<file path="config.mk">
export PLATFORM = sky130hd
export DESIGN_NAME = word_serializer_ctrl
export DESIGN_NICKNAME = d
export VERILOG_FILES = /design/src/rtl/serializer_pkg.sv /design/src/rtl/bit_tick_gen.sv /design/src/rtl/word_serializer_ctrl.sv
export SDC_FILE = /design/constraint.sdc
export NUM_CORES = 1
export LEC_CHECK = 0
export CAP_MARGIN = 20
export CORE_UTILIZATION = 39
export DETAILED_ROUTE_END_ITERATION = 10
export GPL_ROUTABILITY_DRIVEN = 0
export PLACE_DENSITY_LB_ADDON = 0.3
export SLEW_MARGIN = 20
export SYNTH_ARGS = -nofsm -noshare
export SYNTH_HDL_FRONTEND = slang
export SYNTH_SLANG_ARGS = --single-unit
</file>
<file path="constraint.sdc">
create_clock -name Clk -period 1.7 [get_ports Clk]
set_clock_uncertainty 0.2 [all_clocks]
set_input_delay 0.17 -clock Clk [delete_from_list [all_inputs] [get_ports Clk]]
set_output_delay 0.17 -clock Clk [all_outputs]
set_load 0.03 [all_outputs]
</file>
<file path="src/rtl/serializer_pkg.sv">
// Shared types and default sizing for the word serializer controller.
package serializer_pkg;

  typedef enum logic [1:0] {S_IDLE, S_LOAD, S_SHIFT, S_DONE} ser_state_t;

  localparam int SER_WIDTH    = 16;
  localparam int SER_TICK_DIV = 4;

endpackage

</file>
<file path="src/rtl/bit_tick_gen.sv">
// Bit-period divider: counts clocks while enabled, flags the last clock of each bit.
module bit_tick_gen #(
  parameter int TICK_DIV = 4
) (
  input  logic Clk,
  input  logic Reset,
  input  logic clear,
  input  logic enable,
  output logic tick
);

  localparam int CW = (TICK_DIV > 1) ? $clog2(TICK_DIV) : 1;
  localparam logic [CW-1:0] TERM = CW'(TICK_DIV - 1);

  logic [CW-1:0] tick_cnt;

  assign tick = enable && (tick_cnt == TERM);

  always_ff @(posedge Clk) begin
    if (Reset || clear) begin
      tick_cnt <= '0;
    end else if (enable) begin
      tick_cnt <= tick ? '0 : tick_cnt + 1'b1;
    end
  end

endmodule

</file>
<file path="src/rtl/word_serializer_ctrl.sv">
// Accepts a word, loads the external shift register, and streams it LSB-first
// on Ser_Out with each bit held TICK_DIV clocks; optional rotate-back loopback.
//
// state   | meaning
// S_IDLE  | ready for a new word
// S_LOAD  | Load strobe to the shift register
// S_SHIFT | serial output, one Shift_En per bit period
// S_DONE  | one-cycle Done pulse, counters cleared
module word_serializer_ctrl
  import serializer_pkg::*;
#(
  parameter int WIDTH    = SER_WIDTH,
  parameter int TICK_DIV = SER_TICK_DIV
) (
  input  logic             Clk,
  input  logic             Reset,
  input  logic             In_Valid,
  input  logic [WIDTH-1:0] In_Data,
  output logic             In_Ready,
  input  logic             Loop,
  output logic [WIDTH-1:0] D,
  output logic             Load,
  output logic             Shift_En,
  output logic             Shift_In,
  input  logic             Shift_Out,
  output logic             Ser_Out,
  output logic             Ser_Valid,
  output logic             Done
);

  localparam int BW = $clog2(WIDTH);
  localparam logic [BW-1:0] LAST_BIT = BW'(WIDTH - 1);

  ser_state_t    state;
  logic [BW-1:0] bit_cnt;
  logic          loop_q;
  logic          tick;
  logic          in_shift;

  assign in_shift = (state == S_SHIFT);

  bit_tick_gen #(.TICK_DIV(TICK_DIV)) u_tick (
    .Clk    (Clk),
    .Reset  (Reset),
    .clear  (!in_shift),
    .enable (in_shift),
    .tick   (tick)
  );

  assign Shift_En = tick;
  assign Ser_Out  = in_shift ? Shift_Out : 1'b1;
  assign Shift_In = loop_q & Shift_Out;

  always_ff @(posedge Clk) begin
    if (Reset) begin
      state     <= S_IDLE;
      D         <= '0;
      loop_q    <= 1'b0;
      bit_cnt   <= '0;
      In_Ready  <= 1'b0;
      Load      <= 1'b0;
      Ser_Valid <= 1'b0;
      Done      <= 1'b0;
    end else begin
      Load <= 1'b0;
      Done <= 1'b0;
      case (state)
        S_IDLE: begin
          if (In_Valid && In_Ready) begin
            D        <= In_Data;
            loop_q   <= Loop;
            Load     <= 1'b1;
            In_Ready <= 1'b0;
            state    <= S_LOAD;
          end else begin
            In_Ready <= 1'b1;
          end
        end
        S_LOAD: begin
          Ser_Valid <= 1'b1;
          state     <= S_SHIFT;
        end
        S_SHIFT: begin
          if (tick) begin
            if (bit_cnt == LAST_BIT) begin
              bit_cnt   <= '0;
              Ser_Valid <= 1'b0;
              Done      <= 1'b1;
              state     <= S_DONE;
            end else begin
              bit_cnt <= bit_cnt + 1'b1;
            end
          end
        end
        S_DONE: begin
          bit_cnt  <= '0;
          In_Ready <= 1'b1;
          state    <= S_IDLE;
        end
        default: begin
          bit_cnt   <= '0;
          Ser_Valid <= 1'b0;
          In_Ready  <= 1'b0;
          state     <= S_IDLE;
        end
      endcase
    end
  end

endmodule
</file>
==> flow_summary.yaml, run 1 <==
status:
  status: "finished, violations left"
  violations: "DRC"
cts:
  cts_buffers: 5
  htreeDepth: 2
  worstSkewPairLatency_ns: 0.33
  tritoncts: "yes"
  clkSlewWorstSetupHoldPaths_ns: 0.09
  cts_root_buffer: "clkbuf_4"
  clockBufferDepth: 2
  numClockSinks: 29
worst_setup_path:
  path_cells: "inv_4 > ha_4 > buf_4 > nor2b_1 > a221o_1 > a211oi_2"
  crit_path_start_kind: "register"
  cp.arrival_ns: 1.72
  cp_data_required_time_ns: 1.74
  crit_fanout: 5
  cp_slowest_cell: "dfxtp_4"
  cp-end-kind: "register"
  criticalPathCategory: "register to register"
  slowest_delay_ns: 0.38
grt:
  grt_pass1_vias: 1085
  gr-total-overflow: 0
  grt_use_total_pct: 18.4
  grt_antenna_before_repair: 0
  grt_start_max_net_pins: 19
  grt_pass1_wl_mm: 4.66
timing:
  whs_ns: 0.184
  slew_viol_final: 0
  setup_violations: 0
  finalHoldViolCount: 0
  rsz0062_at_grt: "true"
  fmaxAchievable_mhz: 596
  worst_slack_ns: 0.0233
  min_period_over_period_pct: 98.6
  slew_headroom_pct: 67.6
  finalCriticalPeriod_ns: 1.68
  worst_pin_slew_ns: 0.485
routing:
  dr.first_iter.drc_count: 32
  routed_wl_mm: 2.84
  routed_via_density: 5.08
  wl_per_cell_um: 12.4
  via_count: 1163
  drc: 2
  ant_nets: 0
  dr.pass1.iters: 9
final_layout:
  antenna_cells: 0
  fin_area_mm2: 0.00183
  syn2layout_area_growth_pct: 50.5
  nFillCells: 271
  nets: 225
  fin_cells: 229
  drive_gt1_share_pct: 15.7
synth:
  syn_inst: 142
  ys_seq_elements: 29
  syn_area_mm2: 0.00121
  yosysUniqueCellTypes: 29
  ys_seq_area_share_pct: 47.8
  synth_nets: 170
  ys_warn_count: 0
  syn_area_per_cell_um2: 8.55
floorplan:
  start_util_pct: 42.5
  rows: 19
  io_pins: 44
  die_h_um: 57.8
  die_x_um: 57.8
  dieArea_mm2: 0.00334
  coreArea_mm2: 0.00285
pwr:
  power.internal_mw: 1.35
  power.density_mw_per_mm2: 1190
  p_sw_mw: 0.822
  switching_share_pct: 37.8
  p_leak_nw: 0.847
  combPwrFrac_pct: 42.1
  power_frac_clock_pct: 17.9
  power_frac_seq_pct: 40.1
  ir_drop_v: 0.000699
placement:
  hpwlAfterDp_mm: 2.05
  place_ws_ns: -0.0772
  portBuffers: 43
  dp.cells: 218
  placed_cell_area_mm2: 0.00171
run:
  maxCapViolations: 0
worst_hold_path:
  hp-class: "input pin to register"
## final cells by class
cell class	instances	area, um2	share of cell area, %
multi-input cells	103	623	34.1
clock inverters	2	10.0	0.548
clock buffers	6	41.3	2.26
well taps	31	38.8	2.12
inverters	3	13.8	0.753
repair buffers	55	514	28.2
flip-flops and latches	29	586	32.1
## layout by cell type (no fill, tap or decap), drive strengths merged, types with 3 or more instances in the layout
cell type      instances
o21ai                  3
dlygate4sd2           16
inv                    3
dfxtp                 29
clkbuf                 6
nand2b                 4
nand2                 39
a21oi                 21
and3b                  3
buf                   15
dlymetal6s2s           4
nand3                  3
nor2b                  3
clkdlybuf4s50         20
ha                     7
## logic make-up after synthesis
logic type	share of synthesized area [%]
mux	1.65
fa+ha+maj	7.22
compound gates	12.5
flops	47.8
buf+inv	3.30
simple gates	27.5
## metal layers
metal  GRT usage [%]  routed length, um
met1            20.6               1170
met2            32.6               1460
met3            6.70                170
met4            6.12                 43
met5               0                  0
## synth_stat cells
library cell | n | share of area [%]
dfxtp_1 | 29 | 48
nand2_1 | 38 | 12
mux2i_1 | 2 | 1.6
a31oi_1 | 1 | 0.52
a221o_1 | 1 | 0.82
ha_1 | 7 | 7.2
nand2_2 | 1 | 0.52
and2_1 | 1 | 0.52
and2b_1 | 1 | 0.62
inv_1 | 3 | 0.93
a211oi_1 | 2 | 1.2
or3b_1 | 1 | 0.72
nand4_1 | 1 | 0.52
nor3_1 | 2 | 0.82
nor4b_1 | 1 | 0.72
o21ai_1 | 1 | 0.41
or4_1 | 1 | 0.62
nand3b_1 | 2 | 1.2
nor2_1 | 1 | 0.31
and3b_1 | 3 | 2.2
nand2b_1 | 4 | 2.1
nor2b_1 | 3 | 1.5
nand3_1 | 3 | 1.2
and3_1 | 1 | 0.52
a21oi_1 | 21 | 8.7
nor4bb_1 | 2 | 1.6
clkbuf_1 | 5 | 1.5
buf_2 | 2 | 0.82
o21ai_0 | 2 | 0.82
## sequential cells by signal (all words and copies together), names as in the netlist
name and flops:
D 16, bit_cnt 4, state 2, u_tick.tick_cnt 2
Done 1, In_Ready 1, Load 1, Ser_Valid 1
loop_q 1
## repair_timing
action,in CTS,in global routing
buffers inserted,1,2
gates cloned,0,0
hold buffers,0,0
pin swaps,0,1
resized for setup,21,13
endpoints found under the setup margin,21,8
## power by group through the flow
stage | Sequential (mW) | Clock, mW | Combinational [mW]
after floorplan | 1.02 | 0 | 0.390
after global placement | 0.865 | 0 | 0.850
after detailed placement | 0.873 | 0 | 0.872
after CTS | 0.863 | 0.399 | 0.861
after global routing | 0.887 | 0.443 | 0.999
final | 0.871 | 0.389 | 0.915
## stage by stage
step	TNS, ns	utilization, %	power, mW
6_report	0	64.0	2.18
4_1_cts	0	62.1	2.12
2_1_floorplan	0	-	1.41
3_3_place_gp	0	60.1	1.72
5_1_grt	-0.0366	64.0	2.33
3_5_place_dp	-0.110	60.1	1.75
## critical path, delay by kind of cell, from the launching register on
family                   cells  cell delay [ns]
buffers and inverters        2             0.20
adder cells (fa/ha/maj)      1             0.16
AND/OR/NAND/NOR              1             0.12
AO/OA/AOI/OAI                2             0.53
flip-flops                   1             0.38
## worst paths after layout
path / startpoint / cells past startpoint / slack [ns] / to
worst min register to register: u_tick.tick_cnt[0]$_SDFFE_PP0N_ / 1 / 0.24 / u_tick.tick_cnt[0]$_SDFFE_PP0N_
worst min-delay path: In_Data[12] / 3 / 0.18 / D[12]$_SDFFE_PP0P_
worst max-delay path: state[0]$_SDFFE_PP0P_ / 6 / 0.02 / state[0]$_SDFFE_PP0P_
worst max register to register: state[0]$_SDFFE_PP0P_ / 6 / 0.02 / state[0]$_SDFFE_PP0P_
No activity file was read; power rests on OpenSTA's default activity.
==> inputs of run 2 (changes only) <==
Settings changed: CORE_MARGIN set to 3.
==> flow_summary.yaml, run 2 (synthesis results as in run 1) <==
status:
  status: "completed"
routing:
  ant_nets: 0
  dr.first_iter.drc_count: 59
  routed_wl_mm: 2.85
  drc: 0
  wl_per_cell_um: 12.6
  routed_via_density: 4.99
  dr.pass1.iters: 4
  via_count: 1127
grt:
  grt_antenna_before_repair: 0
  grt_use_total_pct: 16.4
  grt_start_max_net_pins: 19
  grt_pass1_wl_mm: 4.51
  grt_pass1_vias: 1040
  gr-total-overflow: 0
worst_hold_path:
  hp-class: "input pin to register"
  min-delay-start: "In_Data[2]"
cts:
  clockBufferDepth: 2
  worstSkewPairLatency_ns: 0.32
  tritoncts: "yes"
  cts_buffers: 5
  clkSlewWorstSetupHoldPaths_ns: 0.09
  numClockSinks: 29
  htreeDepth: 2
  ctsHoldBuffers: 0
  cts_root_buffer: "clkbuf_4"
floorplan:
  dieArea_mm2: 0.00382
  coreArea_mm2: 0.00285
  die_h_um: 61.8
  start_util_pct: 42.5
  rows: 19
  die_x_um: 61.8
  io_pins: 44
worst_setup_path:
  r2r_start: "state[1]$_SDFFE_PP0P_"
  crit_fanout: 7
  critPathLaunch: "state[0]$_SDFFE_PP0P_"
  cp_data_required_time_ns: 1.33
  cp-end-kind: "primary output"
  crit_path_start_kind: "register"
  cp.arrival_ns: 1.28
  criticalPathCategory: "register to primary output"
  rrSetupSlack_ns: 0.11
placement:
  hpwlAfterDp_mm: 2.18
  placed_cell_area_mm2: 0.00172
  portBuffers: 43
timing:
  rsz0062_at_grt: "true"
  finalHoldViolCount: 0
  min_period_over_period_pct: 96.8
  worst_pin_slew_ns: 0.424
  slew_viol_final: 0
  setup_violations: 0
  slew_headroom_pct: 71.7
  finalCriticalPeriod_ns: 1.65
  whs_ns: 0.191
  fmaxAchievable_mhz: 608
final_layout:
  nets: 222
  layout_commonest_cell: "nand2_1"
  reg_top3: "D: 16 flops, bit_cnt: 4 flops"
  drive_gt1_share_pct: 12.8
  fin_area_mm2: 0.00179
  antenna_cells: 0
  final_cell_mix: "nand2_1, dfxtp_1, a21oi_1"
  top_register: "D"
  syn2layout_area_growth_pct: 47.6
  largest_register_ffs: 16
pwr:
  p_leak_nw: 0.807
  ir_drop_v: 0.000754
  power_mw: 2.13
  power.density_mw_per_mm2: 1190
run:
  maxCapViolations: 0
==> run 2: cell count changes in the layout (fill, tap and decap cells not counted), sizes merged <==
| cell | change |
|---|---|
| dlygate4sd2 | +2 |
| dlymetal6s2s | -2 |
| buf | -3 |
==> run 2: path summary, 6_finish.rpt <==
| path | endpoint | depth (start not counted) |
|---|---|---|
| worst max-delay path | Shift_En | 6 |
| worst min-delay path | D[2]$_SDFFE_PP0P_ | 3 |
| worst max register to register | state[0]$_SDFFE_PP0P_ | 4 |
| worst min register to register | u_tick.tick_cnt[0]$_SDFFE_PP0N_ | 1 |
==> run 2: layout make-up <==
class                           instances  area (um2)
Inverter                                3        13.8
Sequential cell                        29         586
Tap cell                               31        38.8
Clock inverter                          2        10.0
Timing Repair Buffer                   52         497
Multi-Input combinational cell        103         606
Clock buffer                            6        41.3
Fill cell                             262        1060
==> run 2: per-layer routing <==
layer	vias up	wire, um	track usage (%)
met5	-	0	0
met4	0	28	8.18
met3	2	190	5.79
met2	38	1450	27.5
met1	501	1180	18.3
li1	586	-	-
==> run 2: repair_timing <==
| action | 4_1_cts | 5_1_grt |
|---|---|---|
| pin swaps | 1 | 0 |
| endpoints found under the setup margin | 23 | 5 |
| gates resized for setup | 24 | 7 |
| buffers inserted | 0 | 1 |
==> run 2: power breakdown <==
part	switching [mW]	internal, mW	leakage [nW]
clock	0.229	0.157	0.0320
sequential	0.0761	0.796	0.237
combinational	0.493	0.375	0.538
total	0.797	1.33	0.807
==> run 2: worst max-delay path: stages, from the launching register on <==
cell and delay (ns):
dfxtp_4 0.37, inv_4 0.07, ha_4 0.17, nand2_2 0.05, buf_4 0.13, inv_2 0.04, buf_6 0.12
==> run 2: per-stage QoR <==
stage | utilization (%) | worst slack (ns) | std cells | TNS [ns]
2_1_floorplan | - | 0.0875 | 142 | 0
3_3_place_gp | 60.3 | 0.0568 | 217 | 0
3_5_place_dp | 60.3 | -0.0188 | 217 | -0.0428
4_1_cts | 61.9 | 0.00422 | 225 | 0
5_1_grt | 62.8 | -0.0268 | 226 | -0.0341
6_report | 62.8 | 0.0544 | 226 | 0
